File: src/rtl/gpio_pkg.sv
// gpio_pkg: shared constants and types for the GPIO pin-mux controller.
//   - pin-cell mode codes
//   - register map addresses
//   - peripheral requester IDs, their claim priority and the mode code each one owns
//   - claim arbiter FSM state encoding
package gpio_pkg;

  localparam int MAX_PINS = 8;
  localparam int BUS_AW   = 4;
  localparam int BUS_DW   = 8;
  localparam int NUM_REQ  = 4;

  localparam logic [3:0] MODE_INPUT    = 4'b0000;
  localparam logic [3:0] MODE_GPIO_OUT = 4'b0001;
  localparam logic [3:0] MODE_PWM      = 4'b0010;
  localparam logic [3:0] MODE_TONE     = 4'b0011;
  localparam logic [3:0] MODE_UART_TX  = 4'b0100;
  localparam logic [3:0] MODE_UART_RX  = 4'b0101;

  localparam logic [3:0] ADDR_DATA     = 4'h0;
  localparam logic [3:0] ADDR_PIN      = 4'h1;
  localparam logic [3:0] ADDR_EIMSK    = 4'h2;
  localparam logic [3:0] ADDR_EIFR     = 4'h3;
  localparam logic [3:0] ADDR_EICRA_LO = 4'h4;
  localparam logic [3:0] ADDR_EICRA_HI = 4'h5;
  localparam logic [3:0] ADDR_MSEL     = 4'h6;
  localparam logic [3:0] ADDR_MODE     = 4'h7;
  localparam logic [3:0] ADDR_OWN      = 4'h8;

  typedef logic [1:0] req_id_t;
  localparam req_id_t REQ_PWM     = 2'd0;
  localparam req_id_t REQ_TONE    = 2'd1;
  localparam req_id_t REQ_UART_TX = 2'd2;
  localparam req_id_t REQ_UART_RX = 2'd3;

  typedef enum logic [1:0] {
    ARB_IDLE,
    ARB_CHECK,
    ARB_RESP
  } arb_state_t;

  // Fixed priority: UART RX > UART TX > PWM > tone.
  // Only meaningful when at least one request bit is set.
  function automatic req_id_t pick_requester(input logic [NUM_REQ-1:0] req);
    if (req[REQ_UART_RX])      return REQ_UART_RX;
    else if (req[REQ_UART_TX]) return REQ_UART_TX;
    else if (req[REQ_PWM])     return REQ_PWM;
    else                       return REQ_TONE;
  endfunction

  function automatic logic [3:0] requester_code(input req_id_t id);
    case (id)
      REQ_PWM:     return MODE_PWM;
      REQ_TONE:    return MODE_TONE;
      REQ_UART_TX: return MODE_UART_TX;
      default:     return MODE_UART_RX;
    endcase
  endfunction

endpackage

File: src/rtl/gpio_pinmux_ctrl_if.sv
// gpio_pinmux_ctrl_if: CPU peripheral bus between the CPU (master) and the
// pin-mux controller (slave).
//   bus_we/bus_re : single-cycle write/read strobes
//   bus_addr      : register address
//   bus_wdata     : write data
//   bus_rdata     : registered read data, qualified by the bus_rvalid pulse
interface gpio_pinmux_ctrl_if;
  import gpio_pkg::*;

  logic              bus_we;
  logic              bus_re;
  logic [BUS_AW-1:0] bus_addr;
  logic [BUS_DW-1:0] bus_wdata;
  logic [BUS_DW-1:0] bus_rdata;
  logic              bus_rvalid;

  modport master (
    output bus_we, bus_re, bus_addr, bus_wdata,
    input  bus_rdata, bus_rvalid
  );

  modport slave (
    input  bus_we, bus_re, bus_addr, bus_wdata,
    output bus_rdata, bus_rvalid
  );

endinterface

File: src/rtl/gpio_claim_arb.sv
// gpio_claim_arb: arbitrates pin claims from PWM, tone, UART TX and UART RX.
// Holds the per-pin ownership table and emits a one-cycle commit telling the
// register file which pin gets which mode code.
//   clk, rst          : clock, async active-high reset
//   claim_req/rel/pin : per-requester request, release flag, 3-bit pin index
//   claim_ack/ok      : one-cycle done pulse per requester plus outcome
//   own               : one bit per currently claimed pin
//   commit_*          : pin/code update, valid for exactly the CHECK cycle
module gpio_claim_arb
  import gpio_pkg::*;
#(
  parameter int NPINS = 8
) (
  input  logic                   clk,
  input  logic                   rst,
  input  logic [NUM_REQ-1:0]     claim_req,
  input  logic [NUM_REQ-1:0]     claim_rel,
  input  logic [3*NUM_REQ-1:0]   claim_pin,
  output logic [NUM_REQ-1:0]     claim_ack,
  output logic                   claim_ok,
  output logic [MAX_PINS-1:0]    own,
  output logic                   commit_valid,
  output logic [2:0]             commit_pin,
  output logic [3:0]             commit_code
);

  arb_state_t          state;
  req_id_t             req_id;
  logic                req_rel;
  logic [2:0]          req_pin;
  logic [MAX_PINS-1:0] own_q;
  req_id_t             owner [MAX_PINS];

  req_id_t    sel_id;
  logic [2:0] sel_pin;
  logic       in_range;
  logic       is_owner;
  logic       no_change;
  logic       grant;

  always_comb begin
    sel_id = pick_requester(claim_req);
    case (sel_id)
      REQ_PWM:     sel_pin = claim_pin[2:0];
      REQ_TONE:    sel_pin = claim_pin[5:3];
      REQ_UART_TX: sel_pin = claim_pin[8:6];
      default:     sel_pin = claim_pin[11:9];
    endcase

    in_range = ({1'b0, req_pin} < 4'(NPINS));
    is_owner = own_q[req_pin] && (owner[req_pin] == req_id);
    // The owner re-acquiring its own pin is a successful no-op.
    no_change = !req_rel && is_owner;
    grant = in_range && (req_rel ? is_owner : (!own_q[req_pin] || is_owner));

    commit_valid = (state == ARB_CHECK) && grant && !no_change;
    commit_pin   = req_pin;
    commit_code  = req_rel ? MODE_INPUT : requester_code(req_id);
  end

  assign own = own_q;

  // Request is latched in IDLE, judged and committed in CHECK (ack registered
  // so it appears together with the new mode code), then RESP drops the ack.
  always_ff @(posedge clk or posedge rst) begin
    if (rst) begin
      state     <= ARB_IDLE;
      req_id    <= REQ_PWM;
      req_rel   <= 1'b0;
      req_pin   <= '0;
      own_q     <= '0;
      claim_ack <= '0;
      claim_ok  <= 1'b0;
      for (int i = 0; i < MAX_PINS; i++) owner[i] <= REQ_PWM;
    end else begin
      case (state)
        ARB_IDLE: begin
          claim_ack <= '0;
          claim_ok  <= 1'b0;
          if (|claim_req) begin
            req_id  <= sel_id;
            req_rel <= claim_rel[sel_id];
            req_pin <= sel_pin;
            state   <= ARB_CHECK;
          end
        end
        ARB_CHECK: begin
          claim_ack[req_id] <= 1'b1;
          claim_ok          <= grant;
          if (commit_valid) begin
            own_q[req_pin] <= !req_rel;
            owner[req_pin] <= req_id;
          end
          state <= ARB_RESP;
        end
        ARB_RESP: begin
          claim_ack <= '0;
          claim_ok  <= 1'b0;
          state     <= ARB_IDLE;
        end
        default: state <= ARB_IDLE;
      endcase
    end
  end

endmodule

File: src/rtl/gpio_pinmux_ctrl.sv
// gpio_pinmux_ctrl: register-mapped controller for a bank of NPINS GPIO pin
// cells. Owns per-pin mode codes, software output data, interrupt edge select
// and mask, latches pin interrupts into EIFR and merges them into irq.
//   clk, rst            : clock, async active-high reset
//   bus                 : CPU register bus (slave side)
//   pin_in, pin_int     : sampled input and interrupt from each pin cell
//   output_control      : 4-bit mode code per pin
//   gpio_data, eicra, eimsk : per-pin settings driven to the pin cells
//   claim_*             : peripheral pin claim handshake (see gpio_claim_arb)
//   irq                 : registered OR of enabled pending flags
module gpio_pinmux_ctrl
  import gpio_pkg::*;
#(
  parameter int NPINS = 8
) (
  input  logic                 clk,
  input  logic                 rst,
  gpio_pinmux_ctrl_if.slave    bus,
  input  logic [NPINS-1:0]     pin_in,
  input  logic [NPINS-1:0]     pin_int,
  output logic [4*NPINS-1:0]   output_control,
  output logic [NPINS-1:0]     gpio_data,
  output logic [2*NPINS-1:0]   eicra,
  output logic [NPINS-1:0]     eimsk,
  input  logic [NUM_REQ-1:0]   claim_req,
  input  logic [NUM_REQ-1:0]   claim_rel,
  input  logic [3*NUM_REQ-1:0] claim_pin,
  output logic [NUM_REQ-1:0]   claim_ack,
  output logic                 claim_ok,
  output logic                 irq
);

  // Registers are kept at full byte width; bits for absent pins are masked
  // on every write so they always read back as 0.
  localparam logic [7:0]  PIN_MASK   = 8'((1 << NPINS) - 1);
  localparam logic [15:0] EICRA_MASK = 16'((1 << (2 * NPINS)) - 1);

  logic [7:0]          data_q;
  logic [7:0]          eimsk_q;
  logic [7:0]          eifr_q;
  logic [15:0]         eicra_q;
  logic [2:0]          msel;
  logic [3:0]          mode [MAX_PINS];

  logic [MAX_PINS-1:0] own;
  logic                commit_valid;
  logic [2:0]          commit_pin;
  logic [3:0]          commit_code;

  logic [7:0]          eifr_clr;
  logic                mode_write_ok;
  logic [7:0]          rd_mux;

  gpio_claim_arb #(.NPINS(NPINS)) u_arb (
    .clk          (clk),
    .rst          (rst),
    .claim_req    (claim_req),
    .claim_rel    (claim_rel),
    .claim_pin    (claim_pin),
    .claim_ack    (claim_ack),
    .claim_ok     (claim_ok),
    .own          (own),
    .commit_valid (commit_valid),
    .commit_pin   (commit_pin),
    .commit_code  (commit_code)
  );

  always_comb begin
    eifr_clr = (bus.bus_we && bus.bus_addr == ADDR_EIFR) ? bus.bus_wdata : 8'h00;

    // Software may only switch an unowned, existing pin between input and
    // GPIO out; a claim committing to the same pin this cycle takes priority.
    mode_write_ok = bus.bus_we && (bus.bus_addr == ADDR_MODE) &&
                    ((bus.bus_wdata[3:0] == MODE_INPUT) ||
                     (bus.bus_wdata[3:0] == MODE_GPIO_OUT)) &&
                    ({1'b0, msel} < 4'(NPINS)) && !own[msel] &&
                    !(commit_valid && (commit_pin == msel));

    case (bus.bus_addr)
      ADDR_DATA:     rd_mux = data_q;
      ADDR_PIN:      rd_mux = 8'(pin_in);
      ADDR_EIMSK:    rd_mux = eimsk_q;
      ADDR_EIFR:     rd_mux = eifr_q;
      ADDR_EICRA_LO: rd_mux = eicra_q[7:0];
      ADDR_EICRA_HI: rd_mux = eicra_q[15:8];
      ADDR_MSEL:     rd_mux = {5'b00000, msel};
      ADDR_MODE:     rd_mux = {4'b0000, mode[msel]};
      ADDR_OWN:      rd_mux = own & PIN_MASK;
      default:       rd_mux = 8'h00;
    endcase

    output_control = '0;
    for (int k = 0; k < NPINS; k++) output_control[4*k +: 4] = mode[k];
  end

  assign gpio_data = data_q[NPINS-1:0];
  assign eimsk     = eimsk_q[NPINS-1:0];
  assign eicra     = eicra_q[2*NPINS-1:0];

  always_ff @(posedge clk or posedge rst) begin
    if (rst) begin
      data_q         <= '0;
      eimsk_q        <= '0;
      eifr_q         <= '0;
      eicra_q        <= '0;
      msel           <= '0;
      irq            <= 1'b0;
      bus.bus_rdata  <= '0;
      bus.bus_rvalid <= 1'b0;
      for (int i = 0; i < MAX_PINS; i++) mode[i] <= MODE_INPUT;
    end else begin
      // A new interrupt pulse overrides a simultaneous write-1-to-clear.
      eifr_q <= ((eifr_q & ~eifr_clr) | 8'(pin_int)) & PIN_MASK;
      irq    <= |(eifr_q & eimsk_q);

      if (bus.bus_we) begin
        case (bus.bus_addr)
          ADDR_DATA:     data_q        <= bus.bus_wdata & PIN_MASK;
          ADDR_EIMSK:    eimsk_q       <= bus.bus_wdata & PIN_MASK;
          ADDR_EICRA_LO: eicra_q[7:0]  <= bus.bus_wdata & EICRA_MASK[7:0];
          ADDR_EICRA_HI: eicra_q[15:8] <= bus.bus_wdata & EICRA_MASK[15:8];
          ADDR_MSEL:     msel          <= bus.bus_wdata[2:0];
          default: ;
        endcase
      end

      if (mode_write_ok) mode[msel] <= bus.bus_wdata[3:0];
      if (commit_valid)  mode[commit_pin] <= commit_code;

      bus.bus_rvalid <= bus.bus_re;
      bus.bus_rdata  <= bus.bus_re ? rd_mux : 8'h00;
    end
  end

endmodule

File: src/flat_wrapper.sv
// flat-port wrapper written by rule: the top's interface ports become plain ports
module gpio_pinmux_ctrl_flat import gpio_pkg::*;
#(
  parameter int NPINS = 8
)
  (clk, rst, pin_in, pin_int, output_control, gpio_data, eicra, eimsk, claim_req, claim_rel, claim_pin, claim_ack, claim_ok, irq, bus_bus_we, bus_bus_re, bus_bus_addr, bus_bus_wdata, bus_bus_rdata, bus_bus_rvalid);
  gpio_pinmux_ctrl_if bus_i ();
  input  logic clk;
  input  logic rst;
  input  logic [NPINS-1:0] pin_in;
  input  logic [NPINS-1:0] pin_int;
  output logic [4*NPINS-1:0] output_control;
  output logic [NPINS-1:0] gpio_data;
  output logic [2*NPINS-1:0] eicra;
  output logic [NPINS-1:0] eimsk;
  input  logic [NUM_REQ-1:0] claim_req;
  input  logic [NUM_REQ-1:0] claim_rel;
  input  logic [3*NUM_REQ-1:0] claim_pin;
  output logic [NUM_REQ-1:0] claim_ack;
  output logic claim_ok;
  output logic irq;
  input wire logic [$bits(bus_i.bus_we)-1:0] bus_bus_we;
  input wire logic [$bits(bus_i.bus_re)-1:0] bus_bus_re;
  input wire logic [$bits(bus_i.bus_addr)-1:0] bus_bus_addr;
  input wire logic [$bits(bus_i.bus_wdata)-1:0] bus_bus_wdata;
  output wire logic [$bits(bus_i.bus_rdata)-1:0] bus_bus_rdata;
  output wire logic [$bits(bus_i.bus_rvalid)-1:0] bus_bus_rvalid;
  assign bus_i.bus_we = bus_bus_we;
  assign bus_i.bus_re = bus_bus_re;
  assign bus_i.bus_addr = bus_bus_addr;
  assign bus_i.bus_wdata = bus_bus_wdata;
  assign bus_bus_rdata = bus_i.bus_rdata;
  assign bus_bus_rvalid = bus_i.bus_rvalid;
  gpio_pinmux_ctrl #(.NPINS(NPINS)) u_core (.clk(clk), .rst(rst), .bus(bus_i), .pin_in(pin_in), .pin_int(pin_int), .output_control(output_control), .gpio_data(gpio_data), .eicra(eicra), .eimsk(eimsk), .claim_req(claim_req), .claim_rel(claim_rel), .claim_pin(claim_pin), .claim_ack(claim_ack), .claim_ok(claim_ok), .irq(irq));
endmodule
File: config.mk
export PLATFORM = sky130hd
export DESIGN_NAME = gpio_pinmux_ctrl_flat
export DESIGN_NICKNAME = d
export VERILOG_FILES = /design/src/rtl/gpio_pkg.sv /design/src/rtl/gpio_pinmux_ctrl_if.sv /design/src/rtl/gpio_claim_arb.sv /design/src/rtl/gpio_pinmux_ctrl.sv /design/src/flat_wrapper.sv
export SDC_FILE = /design/constraint.sdc
export NUM_CORES = 1
export LEC_CHECK = 0
export ABC_AREA = 1
export CORE_MARGIN = 4
export CORE_UTILIZATION = 45
export DETAILED_ROUTE_END_ITERATION = 8
export DONT_BUFFER_PORTS = 1
export PLACE_DENSITY = 0.64
export SLEW_MARGIN = 20
export SYNTH_ARGS = -nofsm -noshare
export SYNTH_HDL_FRONTEND = slang
export SYNTH_HIERARCHICAL = 1
export SYNTH_SLANG_ARGS = --single-unit
File: constraint.sdc
create_clock -name clk -period 6.5 [get_ports clk]
set_input_delay 1.95 -clock clk [delete_from_list [all_inputs] [get_ports clk]]
set_output_delay 1.95 -clock clk [all_outputs]
set_load 0.05 [all_outputs]
==> results.toml <==
[floorplan]
core-area_sq_um = 14000
io_pins = 131
rows = 43
initial_core_util = 0.461
die_area_sq_um = 16300
die_w_microns = 128
die_height_microns = 128

[detailed_routing]
vias = 5708
drt_iter0_drc = 623
wl_mm = 18.7
drc_errors = 0
wl_per_cell_microns = 18.0
ant_nets = 0
dr.pass1.iters = 5
viasPerCell = 5.50

[synth]
synthTopCellsByArea = "dfrtp_1 47%, nand2_1 17%, o21ai_0 5.9%"
syn_nets = 897
yosysTopAreaCellShare = 0.473
ys_seq_area_frac = 0.473
yosys_warnings = 6
ys_seq_elements = 122
syn_inst = 845
avgSynthCellArea_sq_um = 7.64
ys_types = 32
yosys.area.top_type = "dfrtp_1"
netlist_area_sq_um = 6450

[clock_tree]
post-cts-setup-buffers = 0
cts_tree = "built"
max-clock-path-buffers = 2
cts_resized = 0
cts-root-buf = "clkbuf_16"
ctsHoldBuffers = 0
numCtsBuffers = 17
clkTransAtPathRegs_ns = 0.06
cts.sinks = 122
cts_max_level = 4
worstSkewPairLatency_ns = 0.42

[grt]
grt_pass1_vias = 5405
grt.overflow.total = 0
grtUsageTotal = 0.233
grt_pass1_wl_mm = 29.8
grt_max_degree = 75
antenna_found_initial = 0

[sta]
fin_crit_sh = 0.556
relSlewSlack = 0.292
hold_viol = 0
skew_ns = 0.00821
slew_viol_final = 0
fmax_ghz = 0.277
tightest_slew_ns = 1.06
tns_ns = 0
fin_crit_ns = 3.61
rsz0062_at_grt = "no"
setup_viol = 0

[place]
io_buffer_count = 0
dp.cells = 1006
place_hpwl_mm = 13.4
post_dp_cell_area_sq_um = 6540
routabilityCongestion = 0.871

[pwr]
sw_frac_of_total = 0.496
p_leak_nw = 3.47
vdd_ir_drop_max_v = 0.000340
p_int_mw = 1.94
p_clk_frac = 0.250
power.density_nw_per_um2 = 540
finalPower_mw = 3.85
p_sw_mw = 1.91
power_frac_comb = 0.260
seqPwrFrac = 0.490

[cells_and_area]
syn_to_final_growth_pct = 10.5
fin_area_sq_um = 7130
drive_gt1_frac = 0.0922
final_cells = 1037
fillers = 1363
n_antenna_cell = 0
final_nets = 897

[critical_path]
cp-start-kind = "register"
required_ns = 6.82
worstPathArrival_ns = 3.93
worst-setup-path-type = "register to register"
critical_path.max_fanout = 27
worst_setup_path_end_kind = "register"

[min_path]
hold_class = "register to register"

[flow_run]
maxCapViolCount = 0

[run_status]
outcome = "complete, no violations"
synth_stat cells:
cell / n
o22ai_1: 1
a32o_1: 4
nor2_2: 8
buf_4: 8
nand3_2: 4
a21oi_1: 19
nand3_1: 75
nor3_4: 1
inv_1: 76
buf_6: 6
nand3b_1: 2
nand4_1: 39
nand2_1: 286
o21ai_0: 76
o211ai_1: 3
a22o_1: 2
nand3_4: 4
o21ai_2: 1
o21bai_1: 2
nor2_1: 62
nand2_2: 9
dfrtp_1: 122
nor2_8: 1
clkinv_1: 1
nor2_4: 5
conb_1: 1
nand2_4: 1
buf_2: 3
nor3_1: 5
inv_2: 10
nor3_2: 4
clkbuf_1: 4
metrics by stage:
stage                     hold WS [ns]  worst slack [ns]  utilization
after floorplan                  0.449              2.36            -
after global placement           0.466              2.82        0.467
after detailed placement         0.468              2.77        0.467
after CTS                        0.482              2.93        0.510
after global routing             0.497              2.46        0.510
final                            0.479              2.89        0.510
power by group through the flow:
stage	Combinational [mW]	Sequential (mW)	Clock, mW
final	1.00	1.89	0.963
after detailed placement	0.987	1.90	0
after CTS	0.996	1.89	0.976
after floorplan	0.883	1.74	0
after global placement	0.971	1.90	0
after global routing	1.14	1.93	1.01
registers in the layout, indices dropped and copies added, names as in the netlist:
name and count:
u_core/u_arb/claim_ok 1, u_core/eimsk 8, u_core/u_arb/req_id 2, u_core/output_control 32, u_core/u_arb/req_rel 1, u_core/bus.bus_rvalid 1
u_core/eicra 16, u_core/u_arb/state 2, u_core/u_arb/owner 16, u_core/eifr_q 8, u_core/msel 3, u_core/u_arb/own 8
u_core/bus.bus_rdata 8, u_core/gpio_data 8, u_core/irq 1, u_core/u_arb/claim_ack 4, u_core/u_arb/commit_pin 3
routing by layer:
layer	vias up	track usage	routed length, microns
met5	-	0	0
met4	0	0.0780	311
met3	30	0.0654	1490
met2	217	0.355	8740
met1	2699	0.321	8120
li1	2762	-	-
logic make-up after synthesis:
kind of cell	Yosys count	synth area share
AOI/OAI and AO/OA	108	0.0908
buffers and inverters	108	0.0750
and+or+nand+nor	506	0.360
other	1	0.000581
DFF	122	0.473
final timing paths:
kind	startpoint	end	slack, ns	cells after the start
min in group asynchronous	rst	u_core/gpio_data[0]$_DFFE_PP0P_	1.31	1
hold reg to reg	u_core/u_arb/owner[10]$_DFFE_PP0P_	u_core/u_arb/owner[10]$_DFFE_PP0P_	0.48	2
hold / removal	u_core/u_arb/owner[10]$_DFFE_PP0P_	u_core/u_arb/owner[10]$_DFFE_PP0P_	0.48	2
setup reg to reg	u_core/u_arb/commit_pin[0]$_DFFE_PP0P_	u_core/output_control[20]$_DFF_PP0_	2.89	21
max in group asynchronous	rst	u_core/output_control[2]$_DFF_PP0_	3.99	2
setup / recovery	u_core/u_arb/commit_pin[0]$_DFFE_PP0P_	u_core/output_control[20]$_DFF_PP0_	2.89	21
worst max-delay path: stages, from the launching register on:
cell and delay [ns]:
dfrtp_1 0.69, inv_2 0.24, nor2_2 0.25, nand2_1 0.08
nand2_1 0.08, nor2_2 0.04, nand2_1 0.05, nand2_1 0.06
nand2_2 0.12, nand3_4 0.15, inv_2 0.15, nor2_8 0.10
nand2_1 0.15, nand2_1 0.07, nand2_1 0.08, nor2_2 0.04
nor2_2 0.57, nand3_1 0.28, nand2_1 0.12, nand3_1 0.07
nand2_1 0.06, inv_1 0.03
area by class of cell:
cell class | count | area, sq um | area share
Multi-Input combinational cell | 615 | 2920 | 0.409
Inverter | 87 | 328 | 0.0460
Sequential cell | 122 | 3050 | 0.428
Tap cell | 180 | 225 | 0.0316
Clock inverter | 8 | 118 | 0.0165
Timing Repair Buffer | 2 | 15.0 | 0.00211
Clock buffer | 23 | 478 | 0.0670
cell usage in the layout, fill, tap and decap left out, drive strengths merged:
cell type / netlist / final
a21oi: 19 / 19
a22o: 2 / 2
a32o: 4 / 4
buf: 17 / 2
bufinv: 0 / 3
clkbuf: 4 / 23
clkinv: 1 / 6
clkinvlp: 0 / 1
conb: 1 / 1
dfrtp: 122 / 122
inv: 86 / 85
nand2: 296 / 296
nand3: 83 / 83
nand3b: 2 / 2
nand4: 39 / 39
nor2: 76 / 76
nor3: 10 / 10
o211ai: 3 / 3
o21ai: 77 / 77
o21bai: 2 / 2
o22ai: 1 / 1
Power figures use the tool's default switching activity.
